<file path="src/rtl/ctrl_decode_stage_pkg.sv">
// ----------------------------------------------------------------------------
// ctrl_decode_stage_pkg
// Shared definitions for the registered ID-stage decode controller:
//   - ALUFun operation codes
//   - RegDst / MemToReg selector encodings
//   - trap cause encodings driven on ex_trap
//   - MIPS opcode / funct constants of the supported instruction set
//   - the packed control bundle and the instruction decode function
// ----------------------------------------------------------------------------
package ctrl_decode_stage_pkg;

    // ALUFun codes
    localparam logic [5:0] ALU_ADD = 6'b000000;
    localparam logic [5:0] ALU_SUB = 6'b000001;
    localparam logic [5:0] ALU_AND = 6'b011000;
    localparam logic [5:0] ALU_OR  = 6'b011110;
    localparam logic [5:0] ALU_XOR = 6'b010110;
    localparam logic [5:0] ALU_NOR = 6'b010001;
    localparam logic [5:0] ALU_SLL = 6'b100000;
    localparam logic [5:0] ALU_SRL = 6'b100001;
    localparam logic [5:0] ALU_SRA = 6'b100011;
    localparam logic [5:0] ALU_EQ  = 6'b110011;
    localparam logic [5:0] ALU_NEQ = 6'b110001;
    localparam logic [5:0] ALU_LT  = 6'b110101;
    localparam logic [5:0] ALU_LEZ = 6'b111101;
    localparam logic [5:0] ALU_LTZ = 6'b111011;
    localparam logic [5:0] ALU_GTZ = 6'b111111;

    // Destination register select: rd, rt, $ra, exception return reg ($k0)
    localparam logic [1:0] RD_RD = 2'd0;
    localparam logic [1:0] RD_RT = 2'd1;
    localparam logic [1:0] RD_RA = 2'd2;
    localparam logic [1:0] RD_XP = 2'd3;

    // Write-back source select: memory, PC+4 (link)
    localparam logic [1:0] M2R_MEM = 2'd1;
    localparam logic [1:0] M2R_PC  = 2'd2;

    // Trap causes
    localparam logic [1:0] TRAP_NONE = 2'b00;
    localparam logic [1:0] TRAP_IRQ  = 2'b01;
    localparam logic [1:0] TRAP_EXC  = 2'b10;

    // Opcodes
    localparam logic [5:0] OP_RTYPE  = 6'h00;
    localparam logic [5:0] OP_REGIMM = 6'h01;
    localparam logic [5:0] OP_J      = 6'h02;
    localparam logic [5:0] OP_JAL    = 6'h03;
    localparam logic [5:0] OP_BEQ    = 6'h04;
    localparam logic [5:0] OP_BNE    = 6'h05;
    localparam logic [5:0] OP_BLEZ   = 6'h06;
    localparam logic [5:0] OP_BGTZ   = 6'h07;
    localparam logic [5:0] OP_ADDI   = 6'h08;
    localparam logic [5:0] OP_ADDIU  = 6'h09;
    localparam logic [5:0] OP_SLTI   = 6'h0a;
    localparam logic [5:0] OP_SLTIU  = 6'h0b;
    localparam logic [5:0] OP_ANDI   = 6'h0c;
    localparam logic [5:0] OP_ORI    = 6'h0d;
    localparam logic [5:0] OP_LUI    = 6'h0f;
    localparam logic [5:0] OP_LW     = 6'h23;
    localparam logic [5:0] OP_SW     = 6'h2b;

    // R-type funct codes
    localparam logic [5:0] FN_SLL  = 6'h00;
    localparam logic [5:0] FN_SRL  = 6'h02;
    localparam logic [5:0] FN_SRA  = 6'h03;
    localparam logic [5:0] FN_JR   = 6'h08;
    localparam logic [5:0] FN_JALR = 6'h09;
    localparam logic [5:0] FN_ADD  = 6'h20;
    localparam logic [5:0] FN_ADDU = 6'h21;
    localparam logic [5:0] FN_SUB  = 6'h22;
    localparam logic [5:0] FN_SUBU = 6'h23;
    localparam logic [5:0] FN_AND  = 6'h24;
    localparam logic [5:0] FN_OR   = 6'h25;
    localparam logic [5:0] FN_XOR  = 6'h26;
    localparam logic [5:0] FN_NOR  = 6'h27;
    localparam logic [5:0] FN_SLT  = 6'h2a;

    typedef struct packed {
        logic [1:0] reg_dst;
        logic       reg_wr;
        logic       alusrc1;
        logic       alusrc2;
        logic [5:0] alufun;
        logic       sign;
        logic       mem_wr;
        logic       mem_rd;
        logic [1:0] mem_to_reg;
        logic       ext_op;
        logic       lu_op;
        logic       is_j;
        logic       is_branch;
    } ctrl_t;

    typedef struct packed {
        logic  illegal;
        ctrl_t ctrl;
    } decode_t;

    // Bundle shared by IRQ and exception traps: link PC+4 into $k0.
    function automatic ctrl_t trap_ctrl();
        ctrl_t c;
        c            = '0;
        c.reg_dst    = RD_XP;
        c.reg_wr     = 1'b1;
        c.mem_to_reg = M2R_PC;
        c.alufun     = ALU_SLL;
        return c;
    endfunction

    // Sign is set for every operation except the explicitly unsigned ones
    // (addu, subu, addiu, sltiu). Branch/load/store offsets sign-extend.
    function automatic decode_t decode_instr(input logic [5:0] opcode,
                                             input logic [5:0] funct);
        decode_t d;
        d             = '0;
        d.ctrl.sign   = 1'b1;
        d.ctrl.alufun = ALU_ADD;
        case (opcode)
            OP_RTYPE: begin
                d.ctrl.reg_dst = RD_RD;
                d.ctrl.reg_wr  = 1'b1;
                case (funct)
                    FN_SLL:  begin d.ctrl.alufun = ALU_SLL; d.ctrl.alusrc1 = 1'b1; end
                    FN_SRL:  begin d.ctrl.alufun = ALU_SRL; d.ctrl.alusrc1 = 1'b1; end
                    FN_SRA:  begin d.ctrl.alufun = ALU_SRA; d.ctrl.alusrc1 = 1'b1; end
                    FN_JR:   begin d.ctrl.reg_wr = 1'b0; d.ctrl.is_j = 1'b1; end
                    FN_JALR: begin d.ctrl.is_j = 1'b1; d.ctrl.mem_to_reg = M2R_PC; end
                    FN_ADD:  d.ctrl.alufun = ALU_ADD;
                    FN_ADDU: d.ctrl.sign = 1'b0;
                    FN_SUB:  d.ctrl.alufun = ALU_SUB;
                    FN_SUBU: begin d.ctrl.alufun = ALU_SUB; d.ctrl.sign = 1'b0; end
                    FN_AND:  d.ctrl.alufun = ALU_AND;
                    FN_OR:   d.ctrl.alufun = ALU_OR;
                    FN_XOR:  d.ctrl.alufun = ALU_XOR;
                    FN_NOR:  d.ctrl.alufun = ALU_NOR;
                    FN_SLT:  d.ctrl.alufun = ALU_LT;
                    default: d.illegal = 1'b1;
                endcase
            end
            OP_REGIMM, OP_BEQ, OP_BNE, OP_BLEZ, OP_BGTZ: begin
                d.ctrl.is_branch = 1'b1;
                d.ctrl.ext_op    = 1'b1;
                case (opcode)
                    OP_REGIMM: d.ctrl.alufun = ALU_LTZ;
                    OP_BEQ:    d.ctrl.alufun = ALU_EQ;
                    OP_BNE:    d.ctrl.alufun = ALU_NEQ;
                    OP_BLEZ:   d.ctrl.alufun = ALU_LEZ;
                    default:   d.ctrl.alufun = ALU_GTZ;
                endcase
            end
            OP_J:   d.ctrl.is_j = 1'b1;
            OP_JAL: begin
                d.ctrl.is_j       = 1'b1;
                d.ctrl.reg_wr     = 1'b1;
                d.ctrl.reg_dst    = RD_RA;
                d.ctrl.mem_to_reg = M2R_PC;
            end
            OP_ADDI, OP_ADDIU, OP_SLTI, OP_SLTIU, OP_ANDI, OP_ORI, OP_LUI, OP_LW: begin
                d.ctrl.reg_dst = RD_RT;
                d.ctrl.reg_wr  = 1'b1;
                d.ctrl.alusrc2 = 1'b1;
                d.ctrl.ext_op  = 1'b1;
                case (opcode)
                    OP_ADDIU: d.ctrl.sign = 1'b0;
                    OP_SLTI:  d.ctrl.alufun = ALU_LT;
                    OP_SLTIU: begin d.ctrl.alufun = ALU_LT; d.ctrl.sign = 1'b0; end
                    OP_ANDI:  begin d.ctrl.alufun = ALU_AND; d.ctrl.ext_op = 1'b0; end
                    OP_ORI:   begin d.ctrl.alufun = ALU_OR; d.ctrl.ext_op = 1'b0; end
                    OP_LUI:   begin d.ctrl.lu_op = 1'b1; d.ctrl.ext_op = 1'b0; end
                    OP_LW:    begin d.ctrl.mem_rd = 1'b1; d.ctrl.mem_to_reg = M2R_MEM; end
                    default:  d.ctrl.alufun = ALU_ADD;
                endcase
            end
            OP_SW: begin
                d.ctrl.alusrc2 = 1'b1;
                d.ctrl.ext_op  = 1'b1;
                d.ctrl.mem_wr  = 1'b1;
            end
            default: d.illegal = 1'b1;
        endcase
        if (d.illegal) begin
            d.ctrl = '0;
        end
        return d;
    endfunction

endpackage

</file>
<file path="src/rtl/ctrl_decode_stage_irq_prio_latch.sv">
// ----------------------------------------------------------------------------
// ctrl_decode_stage_irq_prio_latch
// Edge-latched, maskable interrupt front end with fixed (lowest index wins)
// priority.
//   clk_i        clock
//   reset_ni     asynchronous active-low reset
//   irq_req_i    level requests; a rising edge sets the pending bit
//   irq_mask_i   1 = source may be injected
//   ack_i        one-hot clear of the pending bit being serviced
//   pending_o    pending latch contents
//   any_o        at least one source is pending and enabled
//   winner_id_o  encoded index of the winning source
//   winner_oh_o  one-hot winning source
// ----------------------------------------------------------------------------
module ctrl_decode_stage_irq_prio_latch #(
    parameter int NUM_IRQ  = 4,
    parameter int IRQ_ID_W = 4
) (
    input  logic                clk_i,
    input  logic                reset_ni,
    input  logic [NUM_IRQ-1:0]  irq_req_i,
    input  logic [NUM_IRQ-1:0]  irq_mask_i,
    input  logic [NUM_IRQ-1:0]  ack_i,
    output logic [NUM_IRQ-1:0]  pending_o,
    output logic                any_o,
    output logic [IRQ_ID_W-1:0] winner_id_o,
    output logic [NUM_IRQ-1:0]  winner_oh_o
);

    logic [NUM_IRQ-1:0] req_prev_q;
    logic [NUM_IRQ-1:0] pend_q;
    logic [NUM_IRQ-1:0] pend_d;
    logic [NUM_IRQ-1:0] eligible;

    // A fresh edge overrides a same-cycle acknowledge so it is never lost.
    for (genvar gi = 0; gi < NUM_IRQ; gi++) begin : g_src
        assign pend_d[gi] = (pend_q[gi] & ~ack_i[gi]) | (irq_req_i[gi] & ~req_prev_q[gi]);
    end

    // req_prev_q clears on reset so a request already high at release
    // is treated as a new edge.
    always_ff @(posedge clk_i or negedge reset_ni) begin
        if (!reset_ni) begin
            req_prev_q <= '0;
            pend_q     <= '0;
        end else begin
            req_prev_q <= irq_req_i;
            pend_q     <= pend_d;
        end
    end

    assign eligible  = pend_q & irq_mask_i;
    assign any_o     = |eligible;
    assign pending_o = pend_q;

    always_comb begin
        logic found;
        found       = 1'b0;
        winner_id_o = '0;
        winner_oh_o = '0;
        for (int i = 0; i < NUM_IRQ; i++) begin
            if (eligible[i] && !found) begin
                found          = 1'b1;
                winner_id_o    = IRQ_ID_W'(i);
                winner_oh_o[i] = 1'b1;
            end
        end
    end

endmodule

</file>
<file path="src/rtl/ctrl_decode_stage.sv">
// ----------------------------------------------------------------------------
// ctrl_decode_stage
// Registered ID-stage decode controller for the 5-stage MIPS pipeline.
// Decodes the ID instruction into the control bundle and loads it into the
// ID/EX control register (flush > stall > load), replacing it with an IRQ or
// illegal-instruction trap where required.
//   clk_i, reset_ni          clock, asynchronous active-low reset
//   instr_valid_i            ID instruction is real (not a bubble)
//   instruction_i            ID instruction word
//   kernel_mode_i            PC[31] of the ID instruction; blocks IRQ injection
//   stall_i, flush_i         hold / bubble the ID/EX control register
//   irq_req_i, irq_mask_i    interrupt requests and enables
//   ex_*_o                   registered control bundle, trap cause and irq id
//   irq_pending_o            pending latch contents
//   irq_ack_o                one-cycle one-hot acknowledge, shown with the
//                            trap bundle it produced
//   except_cnt_o             saturating illegal-instruction count
// ----------------------------------------------------------------------------
module ctrl_decode_stage
    import ctrl_decode_stage_pkg::*;
#(
    parameter int NUM_IRQ  = 4,
    parameter int IRQ_ID_W = 4,
    parameter int CNT_W    = 8
) (
    input  logic                clk_i,
    input  logic                reset_ni,
    input  logic                instr_valid_i,
    input  logic [31:0]         instruction_i,
    input  logic                kernel_mode_i,
    input  logic                stall_i,
    input  logic                flush_i,
    input  logic [NUM_IRQ-1:0]  irq_req_i,
    input  logic [NUM_IRQ-1:0]  irq_mask_i,
    output logic                ex_valid_o,
    output logic [1:0]          ex_reg_dst_o,
    output logic                ex_reg_wr_o,
    output logic                ex_alusrc1_o,
    output logic                ex_alusrc2_o,
    output logic [5:0]          ex_alufun_o,
    output logic                ex_sign_o,
    output logic                ex_mem_wr_o,
    output logic                ex_mem_rd_o,
    output logic [1:0]          ex_mem_to_reg_o,
    output logic                ex_ext_op_o,
    output logic                ex_lu_op_o,
    output logic                ex_is_j_o,
    output logic                ex_is_branch_o,
    output logic [1:0]          ex_trap_o,
    output logic [IRQ_ID_W-1:0] ex_irq_id_o,
    output logic [NUM_IRQ-1:0]  irq_pending_o,
    output logic [NUM_IRQ-1:0]  irq_ack_o,
    output logic [CNT_W-1:0]    except_cnt_o
);

    decode_t             dec;
    ctrl_t               ctrl_d, ctrl_q;
    logic [1:0]          trap_d, trap_q;
    logic [IRQ_ID_W-1:0] irq_id_d, irq_id_q;
    logic [NUM_IRQ-1:0]  ack_d, ack_q;
    logic [CNT_W-1:0]    cnt_d, cnt_q;
    logic                valid_q;
    logic                load;
    logic                inject;
    logic                except_raise;
    logic                irq_any;
    logic [IRQ_ID_W-1:0] winner_id;
    logic [NUM_IRQ-1:0]  winner_oh;
    logic                unused_instr_bits;

    // Only opcode and funct steer decode; the register fields pass through
    // the datapath.
    assign unused_instr_bits = ^instruction_i[25:6];
    assign dec = decode_instr(instruction_i[31:26], instruction_i[5:0]);

    ctrl_decode_stage_irq_prio_latch #(
        .NUM_IRQ  (NUM_IRQ),
        .IRQ_ID_W (IRQ_ID_W)
    ) u_irq (
        .clk_i       (clk_i),
        .reset_ni    (reset_ni),
        .irq_req_i   (irq_req_i),
        .irq_mask_i  (irq_mask_i),
        .ack_i       (ack_d),
        .pending_o   (irq_pending_o),
        .any_o       (irq_any),
        .winner_id_o (winner_id),
        .winner_oh_o (winner_oh)
    );

    assign load         = !flush_i && !stall_i;
    assign inject       = instr_valid_i && !kernel_mode_i && load && irq_any;
    // An injected IRQ pre-empts the exception; the instruction is refetched
    // after the handler and re-raises it then.
    assign except_raise = instr_valid_i && dec.illegal && !inject;
    // Acknowledge clears the pending bit at the same edge the trap loads.
    assign ack_d        = inject ? winner_oh : '0;

    always_comb begin
        ctrl_d   = '0;
        trap_d   = TRAP_NONE;
        irq_id_d = '0;
        if (inject) begin
            ctrl_d   = trap_ctrl();
            trap_d   = TRAP_IRQ;
            irq_id_d = winner_id;
        end else if (except_raise) begin
            ctrl_d = trap_ctrl();
            trap_d = TRAP_EXC;
        end else if (instr_valid_i) begin
            ctrl_d = dec.ctrl;
        end
    end

    always_comb begin
        cnt_d = cnt_q;
        if (load && except_raise && (cnt_q != {CNT_W{1'b1}})) begin
            cnt_d = cnt_q + CNT_W'(1);
        end
    end

    always_ff @(posedge clk_i or negedge reset_ni) begin
        if (!reset_ni) begin
            valid_q  <= 1'b0;
            ctrl_q   <= '0;
            trap_q   <= TRAP_NONE;
            irq_id_q <= '0;
            ack_q    <= '0;
            cnt_q    <= '0;
        end else begin
            ack_q <= ack_d;
            cnt_q <= cnt_d;
            if (flush_i) begin
                valid_q  <= 1'b0;
                ctrl_q   <= '0;
                trap_q   <= TRAP_NONE;
                irq_id_q <= '0;
            end else if (!stall_i) begin
                valid_q  <= instr_valid_i;
                ctrl_q   <= ctrl_d;
                trap_q   <= trap_d;
                irq_id_q <= irq_id_d;
            end
        end
    end

    assign ex_valid_o      = valid_q;
    assign ex_reg_dst_o    = ctrl_q.reg_dst;
    assign ex_reg_wr_o     = ctrl_q.reg_wr;
    assign ex_alusrc1_o    = ctrl_q.alusrc1;
    assign ex_alusrc2_o    = ctrl_q.alusrc2;
    assign ex_alufun_o     = ctrl_q.alufun;
    assign ex_sign_o       = ctrl_q.sign;
    assign ex_mem_wr_o     = ctrl_q.mem_wr;
    assign ex_mem_rd_o     = ctrl_q.mem_rd;
    assign ex_mem_to_reg_o = ctrl_q.mem_to_reg;
    assign ex_ext_op_o     = ctrl_q.ext_op;
    assign ex_lu_op_o      = ctrl_q.lu_op;
    assign ex_is_j_o       = ctrl_q.is_j;
    assign ex_is_branch_o  = ctrl_q.is_branch;
    assign ex_trap_o       = trap_q;
    assign ex_irq_id_o     = irq_id_q;
    assign irq_ack_o       = ack_q;
    assign except_cnt_o    = cnt_q;

endmodule
</file>
<file path="config.mk">
export PLATFORM = sky130hd
export DESIGN_NAME = ctrl_decode_stage
export DESIGN_NICKNAME = d
export VERILOG_FILES = /design/src/rtl/ctrl_decode_stage_pkg.sv /design/src/rtl/ctrl_decode_stage_irq_prio_latch.sv /design/src/rtl/ctrl_decode_stage.sv
export SDC_FILE = /design/constraint.sdc
export NUM_CORES = 1
export LEC_CHECK = 0
export ABC_CLOCK_PERIOD_IN_PS = 1580
export CAP_MARGIN = 20
export CORE_MARGIN = 2
export CORE_UTILIZATION = 30
export CTS_CLUSTER_SIZE = 12
export DETAILED_ROUTE_END_ITERATION = 8
export HOLD_SLACK_MARGIN = 0.1
export SLEW_MARGIN = 20
export SYNTH_ARGS = -nofsm -noshare
export SYNTH_HDL_FRONTEND = slang
export SYNTH_SLANG_ARGS = --single-unit
</file>
<file path="constraint.sdc">
create_clock -name clk_i -period 1.58 [get_ports clk_i]
set_clock_uncertainty 0.05 [all_clocks]
set_input_delay 0.316 -clock clk_i [delete_from_list [all_inputs] [get_ports clk_i]]
set_output_delay 0.316 -clock clk_i [all_outputs]
set_load 0.03 [all_outputs]
</file>
==> results of run 1 <==
## timing repair
| item | 4_1_cts | 5_1_grt |
|---|---|---|
| buffers inserted | 7 | 1 |
| gates cloned | 1 | 0 |
| resized for setup | 142 | 27 |
| hold buffers | 1 | 0 |
| pin swaps | 28 | 19 |
| endpoints found under the hold margin | 45 | 0 |
| setup endpoints to repair | 76 | 33 |
## area by class of cell
type,instances,area [um^2]
clock buffers,7,86.3
fillers,788,4100
inverters,14,52.6
multi-input cells,197,1490
flip-flops and latches,45,1130
well taps,105,131
repair buffers,140,1190
## worst reg2reg max path, stage by stage (launching register included)
cell and delay [ps]:
dfrtp_2 410, nand2_2 80, buf_6 100, nand4_1 90
and2_4 180, o31a_1 310, a221o_1 260
## power by group through the flow
| stage | Sequential [mW] | Combinational (mW) | Clock, mW |
|---|---|---|---|
| floorplan | 1.41 | 0.277 | 0 |
| global placement | 1.28 | 0.818 | 0 |
| detailed placement | 1.28 | 0.828 | 0 |
| CTS | 1.26 | 0.851 | 0.736 |
| global route | 1.27 | 0.922 | 0.796 |
| finish | 1.26 | 0.854 | 0.714 |
## per-stage QoR
| stage | hold slack [ps] | util |
|---|---|---|
| after global routing | 375 | 0.498 |
| after floorplan | -29.6 | - |
| after detailed placement | 265 | 0.457 |
| after global placement | 259 | 0.457 |
| after CTS | 367 | 0.491 |
| final | 367 | 0.498 |
## layer usage
| metal | wire length, um | track usage |
|---|---|---|
| met4 | 43 | 0.0369 |
| met3 | 419 | 0.0337 |
| met1 | 3420 | 0.234 |
| met5 | 0 | 0 |
| met2 | 3670 | 0.276 |
## registers in the layout, indices dropped and copies added (netlist names)
name,count
irq_ack_o,4
ex_irq_id_o,2
ex_mem_to_reg_o,2
u_irq.req_prev_q,4
ex_alusrc2_o,1
ex_is_branch_o,1
ex_trap_o,2
ex_mem_rd_o,1
ex_alufun_o,6
ex_valid_o,1
ex_ext_op_o,1
ex_lu_op_o,1
ex_reg_dst_o,2
ex_alusrc1_o,1
ex_sign_o,1
ex_reg_wr_o,1
u_irq.pending_o,4
ex_mem_wr_o,1
ex_is_j_o,1
except_cnt_o,8
## final timing paths
check | startpoint | cells after the start | endpoint | slack [ps]
worst max-delay path | instruction_i[30] | 7 | except_cnt_o[1]$_DFFE_PN0P_ | -120
worst min-delay path | u_irq.req_prev_q[0]$_DFF_PN0_ | 1 | u_irq.pending_o[0]$_DFF_PN0_ | 370
max in group asynchronous | reset_ni | 3 | u_irq.pending_o[0]$_DFF_PN0_ | 780
worst max register to register | u_irq.pending_o[0]$_DFF_PN0_ | 6 | ex_mem_to_reg_o[1]$_DFFE_PN0P_ | -10
min in group asynchronous | reset_ni | 3 | ex_alufun_o[2]$_DFFE_PN0P_ | 470
worst min register to register | u_irq.req_prev_q[0]$_DFF_PN0_ | 1 | u_irq.pending_o[0]$_DFF_PN0_ | 370
## cells by family (layout without fill, tap and decap cells)
family / after synthesis / in the layout / share of synthesized area
xor+xnor: 9 / 9 / 0.0312
flops: 45 / 45 / 0.446
buf+inv: 33 / 161 / 0.0624
other cells: 1 / 2 / 0.00148
fa+ha+maj: 1 / 1 / 0.00495
mux: 2 / 2 / 0.00990
simple gates: 107 / 107 / 0.238
compound gates: 76 / 76 / 0.206
## layout by cell type (no fill, tap or decap), types with 4 or more instances in the layout
cell type,instances
and3_1,8
buf_12,4
buf_4,65
clkbuf_8,6
o21ai_0,5
a22o_1,5
nor2_1,6
dfrtp_1,43
clkbuf_2,4
nand3_1,4
nand2_1,25
xnor2_1,8
buf_2,7
nor3_4,4
dlygate4sd2_1,43
clkdlybuf4s50_1,4
o21ai_1,8
nand2b_1,8
a21oi_1,13
nor3_1,6
a21o_1,8
inv_1,13
nand2_2,4
buf_6,7
nand4_1,8
==> flow_summary.ini, run 1 <==
[outcome]
status = finished with violations
violations = negative setup slack

[global_route]
antenna_found_initial = 0
grt_overflow = 0
grt_pass1_vias = 2479
grt_util_all_layers = 0.169
grt_pass1_wl_mm = 12.1
grt_start_max_net_pins = 46

[timing]
min_period_over_period = 1.08
period_needed_ps = 1700
hold_violations = 0
setup_viol = 17
finalMaxSlewViolations = 0
fin_ws_ps = -124
rsz0062_at_grt = yes
setup_tns_ps = -754
fmax_mhz = 587

[critical_path]
crit_chain = buf_6 -> or4_4 -> nor3_4 -> a31o_4 -> buf_12 -> nand3_4 -> mux2_4
critPathKind = in2reg
endpoint_kind = register
crit_buf_inv = 2
start_kind = input port
slowest_delay_ps = 550
cp_slowest_cell = or4_4
crit_family = simple AND/OR/NAND/NOR gates
crit_fanout = 8
required_ps = 1720
arrival_ps = 1840

[synthesis]
synth.distinct_cells = 62
yosys_warnings = 0
synth_common_cells = 45 x dfrtp_1, 29 x nand2_1, 14 x a21oi_1, 14 x inv_1, 11 x o21ai_0
synth_seq_cells = 45
ys_async_sr_fraction = 1.00
ys.flop_type = dfrtp_1
synth_top_cell_area_share = 0.446
ys_seq_area_frac = 0.446
yosys.area.top_type = dfrtp_1
netlist_top_cells_area = dfrtp_1 45%, nand2_1 4.3%, a21oi_1 2.8%
syn-cell-area_um2 = 2530
synth_edf_count = 0
synth_cells = 274
syn_area_per_cell_um2 = 9.22
synth_most_common_cell = dfrtp_1

[route]
ant_nets = 0
drt_iter0_markers = 140
routed-via-count = 2567
avgViaCountPerCell = 5.05
wl_per_cell_um = 14.9
routed_wirelength_mm = 7.55
drc = 0
drt_pre_antenna_iters = 4

[floorplanning]
die_h_um = 95.8
start_util = 0.309
core-area_um2 = 8180
rows = 33
die_w_um = 95.8
ios = 89
design.die.area_um2 = 9170

[placement]
pre_cts_ws_ps = -779
port_buffers = 66
placed_area_um2 = 3740
detailed_place_hpwl_mm = 5.40
dp_cells = 492
gp_congestion = 0.836

[cts]
numCtsBuffers = 5
clock_latency_ps = 290
htree_levels = 2
clockRootBuffer = clkbuf_8
cts_buffer_depth = 2
cts_sinks = 45
clk_pin_slew_ps = 80
cts_tree = done

[power]
ir_worst_vdd_v = 0.000592
cellPowerDensity_nw_per_um2 = 694
combPwrFrac = 0.302
total_power_mw = 2.83
leakagePower_nw = 2.06
p_switching_uw = 874
p_clk_frac = 0.252
intPower_mw = 1.95
power_frac_seq = 0.446
switching_share = 0.309

[final_layout]
final_cells = 508
fin_area_um2 = 4070
nets = 450
area_growth_pct = 61.2
drive_above_1_share = 0.355
diodes = 0

[job]
cap_violations = 0

[min_path]
hp-class = reg2reg
(Power assumes the default switching activity.)
==> run 2, diff against run 1 <==
- CORE_MARGIN: 2 -> not set
- SLEW_MARGIN: 20 -> not set
==> run 2 against run 1 <==
The flow still finishes with violations (negative setup slack). Combinational power rose by 0.9%. Cell area rose by 2.3%. Routed wire length fell by 1.4%. Clock-buffer cell count fell by 2. Register-to-register slack got worse by 40 ps. First-iteration DRC count fell by 26%. Global-route usage rose by 0.90 points. Non-clock buffer count rose by 6. Via count rose by 0.31%. Clock power rose by 14%. Cell count rose by 1.2%. Critical path type unchanged. Largest cell class unchanged.
==> flow_summary.ini, run 2 (synthesis results as in run 1) <==
[global_route]
grt_overflow = 0
grt_util_all_layers = 0.178
grt_pass1_vias = 2563
grt_start_max_net_pins = 46
antenna_found_initial = 0
grt_pass1_wl_mm = 12.3

[floorplanning]
die_h_um = 93.8
die_w_um = 93.8
core-area_um2 = 8180
rows = 33
start_util = 0.309
ios = 89
design.die.area_um2 = 8800

[placement]
detailed_place_hpwl_mm = 5.35
dp_cells = 492
gp_congestion = 0.809
placed_area_um2 = 3740
pre_cts_ws_ps = -807
port_buffers = 66

[cts]
cts_sinks = 45
numCtsBuffers = 5
clockRootBuffer = clkbuf_8
clock_latency_ps = 290
clk_pin_slew_ps = 80
htree_levels = 2
cts_tree = done
cts_buffer_depth = 2

[outcome]
violations = negative setup slack
status = finished with violations

[route]
ant_nets = 0
drt_iter0_markers = 104
routed-via-count = 2575
wl_per_cell_um = 14.5
avgViaCountPerCell = 5.01
drt_pre_antenna_iters = 4
routed_wirelength_mm = 7.45
drc = 0

[critical_path]
worstReg2RegEnd = ex_alufun_o[2]$_DFFE_PN0P_
critPathKind = in2reg
reg2reg_slack_ps = -50
ff2ff_path_depth = 5
cp_slowest_cell = or4_4
crit_chain = buf_6 -> or4_4 -> nor3_4 -> a31o_4 -> buf_12 -> nand3_4 -> mux2_4
slowest_delay_ps = 540
start_kind = input port
arrival_ps = 1860
rr_startpoint = u_irq.pending_o[3]$_DFF_PN0_
required_ps = 1710
endpoint_kind = register
crit_fanout = 8

[timing]
finalMaxSlewViolations = 0
fmax_mhz = 577
setup_tns_ps = -1030
fin_ws_ps = -152
setup_viol = 18
whs_ps = 372
rsz0062_at_grt = yes
period_needed_ps = 1730
min_period_over_period = 1.10
hold_violations = 0

[final_layout]
area_growth_pct = 64.9
fin_area_um2 = 4170
fill_cells = 769
diodes = 0
drive_above_1_share = 0.374
final_cells = 514
final_cell_mix = 69 x buf_4, 46 x dlygate4sd2_1, 43 x dfrtp_1
largest_reg_flops = 8
final_common_cell = buf_4
nets = 456

[min_path]
hp-class = reg2reg
min-delay-start = u_irq.req_prev_q[0]$_DFF_PN0_
holdPathEnd = u_irq.pending_o[0]$_DFF_PN0_
holdPathStages = 1

[job]
cap_violations = 0

[power]
cellPowerDensity_nw_per_um2 = 705
leakagePower_nw = 2.11
ir_worst_vdd_v = 0.000936
[run 2: per-stage QoR]
| step | utilization | total power, mW |
|---|---|---|
| after CTS | 0.500 | 2.96 |
| after detailed placement | 0.457 | 2.11 |
| after global routing | 0.510 | 3.09 |
| after global placement | 0.457 | 2.10 |
| after floorplan | - | 1.69 |
| final | 0.510 | 2.94 |
[run 2: critical path, delay by kind of cell]
| kind | cells | cell delay (ps) |
|---|---|---|
| and+or+nand+nor | 3 | 770 |
| AOI/OAI and AO/OA | 1 | 210 |
| buffers and inverters | 2 | 250 |
| muxes | 1 | 300 |
[run 2: routing by layer]
metal	wire length (um)	GRT usage	vias to the layer above
met5	0	0	-
li1	-	-	1271
met3	297	0.0307	4
met4	53	0.0321	0
met2	3740	0.309	63
met1	3360	0.234	1237
[run 2: power breakdown]
group          switching (mW)  leakage (nW)  internal, mW
clock network           0.358        0.0540         0.460
registers              0.0438         0.589          1.22
logic                   0.468          1.47         0.394
total                   0.869          2.11          2.07
[run 2: final cells by class]
cell class / count / area [um^2] / area share
Timing Repair Buffer: 146 / 1220 / 0.292
Inverter: 14 / 52.6 / 0.0126
Sequential cell: 45 / 1130 / 0.271
Multi-Input combinational cell: 197 / 1530 / 0.368
Clock buffer: 5 / 68.8 / 0.0165
Tap cell: 105 / 131 / 0.0315
Clock inverter: 2 / 35.0 / 0.00841
[run 2: what timing repair did]
| action | CTS | global route |
|---|---|---|
| pin swaps | 28 | 19 |
| gates resized for setup | 145 | 24 |
| buffers inserted | 10 | 5 |
| endpoints found under the setup margin | 79 | 30 |
| gates cloned | 1 | 0 |
| hold endpoints to repair | 45 | 0 |
| hold buffers | 1 | 0 |
[run 2: worst max-delay path by stage]
stage,startpoint,slack [ps],to,depth (start not counted)
floorplan,instruction_i[31],-280,except_cnt_o[1]$_DFFE_PN0P_,6
global placement,instruction_i[27],-760,ex_mem_to_reg_o[1]$_DFFE_PN0P_,7
detailed placement,instruction_i[31],-810,except_cnt_o[1]$_DFFE_PN0P_,7
CTS,instruction_i[29],-190,ex_mem_to_reg_o[1]$_DFFE_PN0P_,9
global route,instruction_i[31],-170,except_cnt_o[1]$_DFFE_PN0P_,7
finish,instruction_i[31],-150,except_cnt_o[1]$_DFFE_PN0P_,7
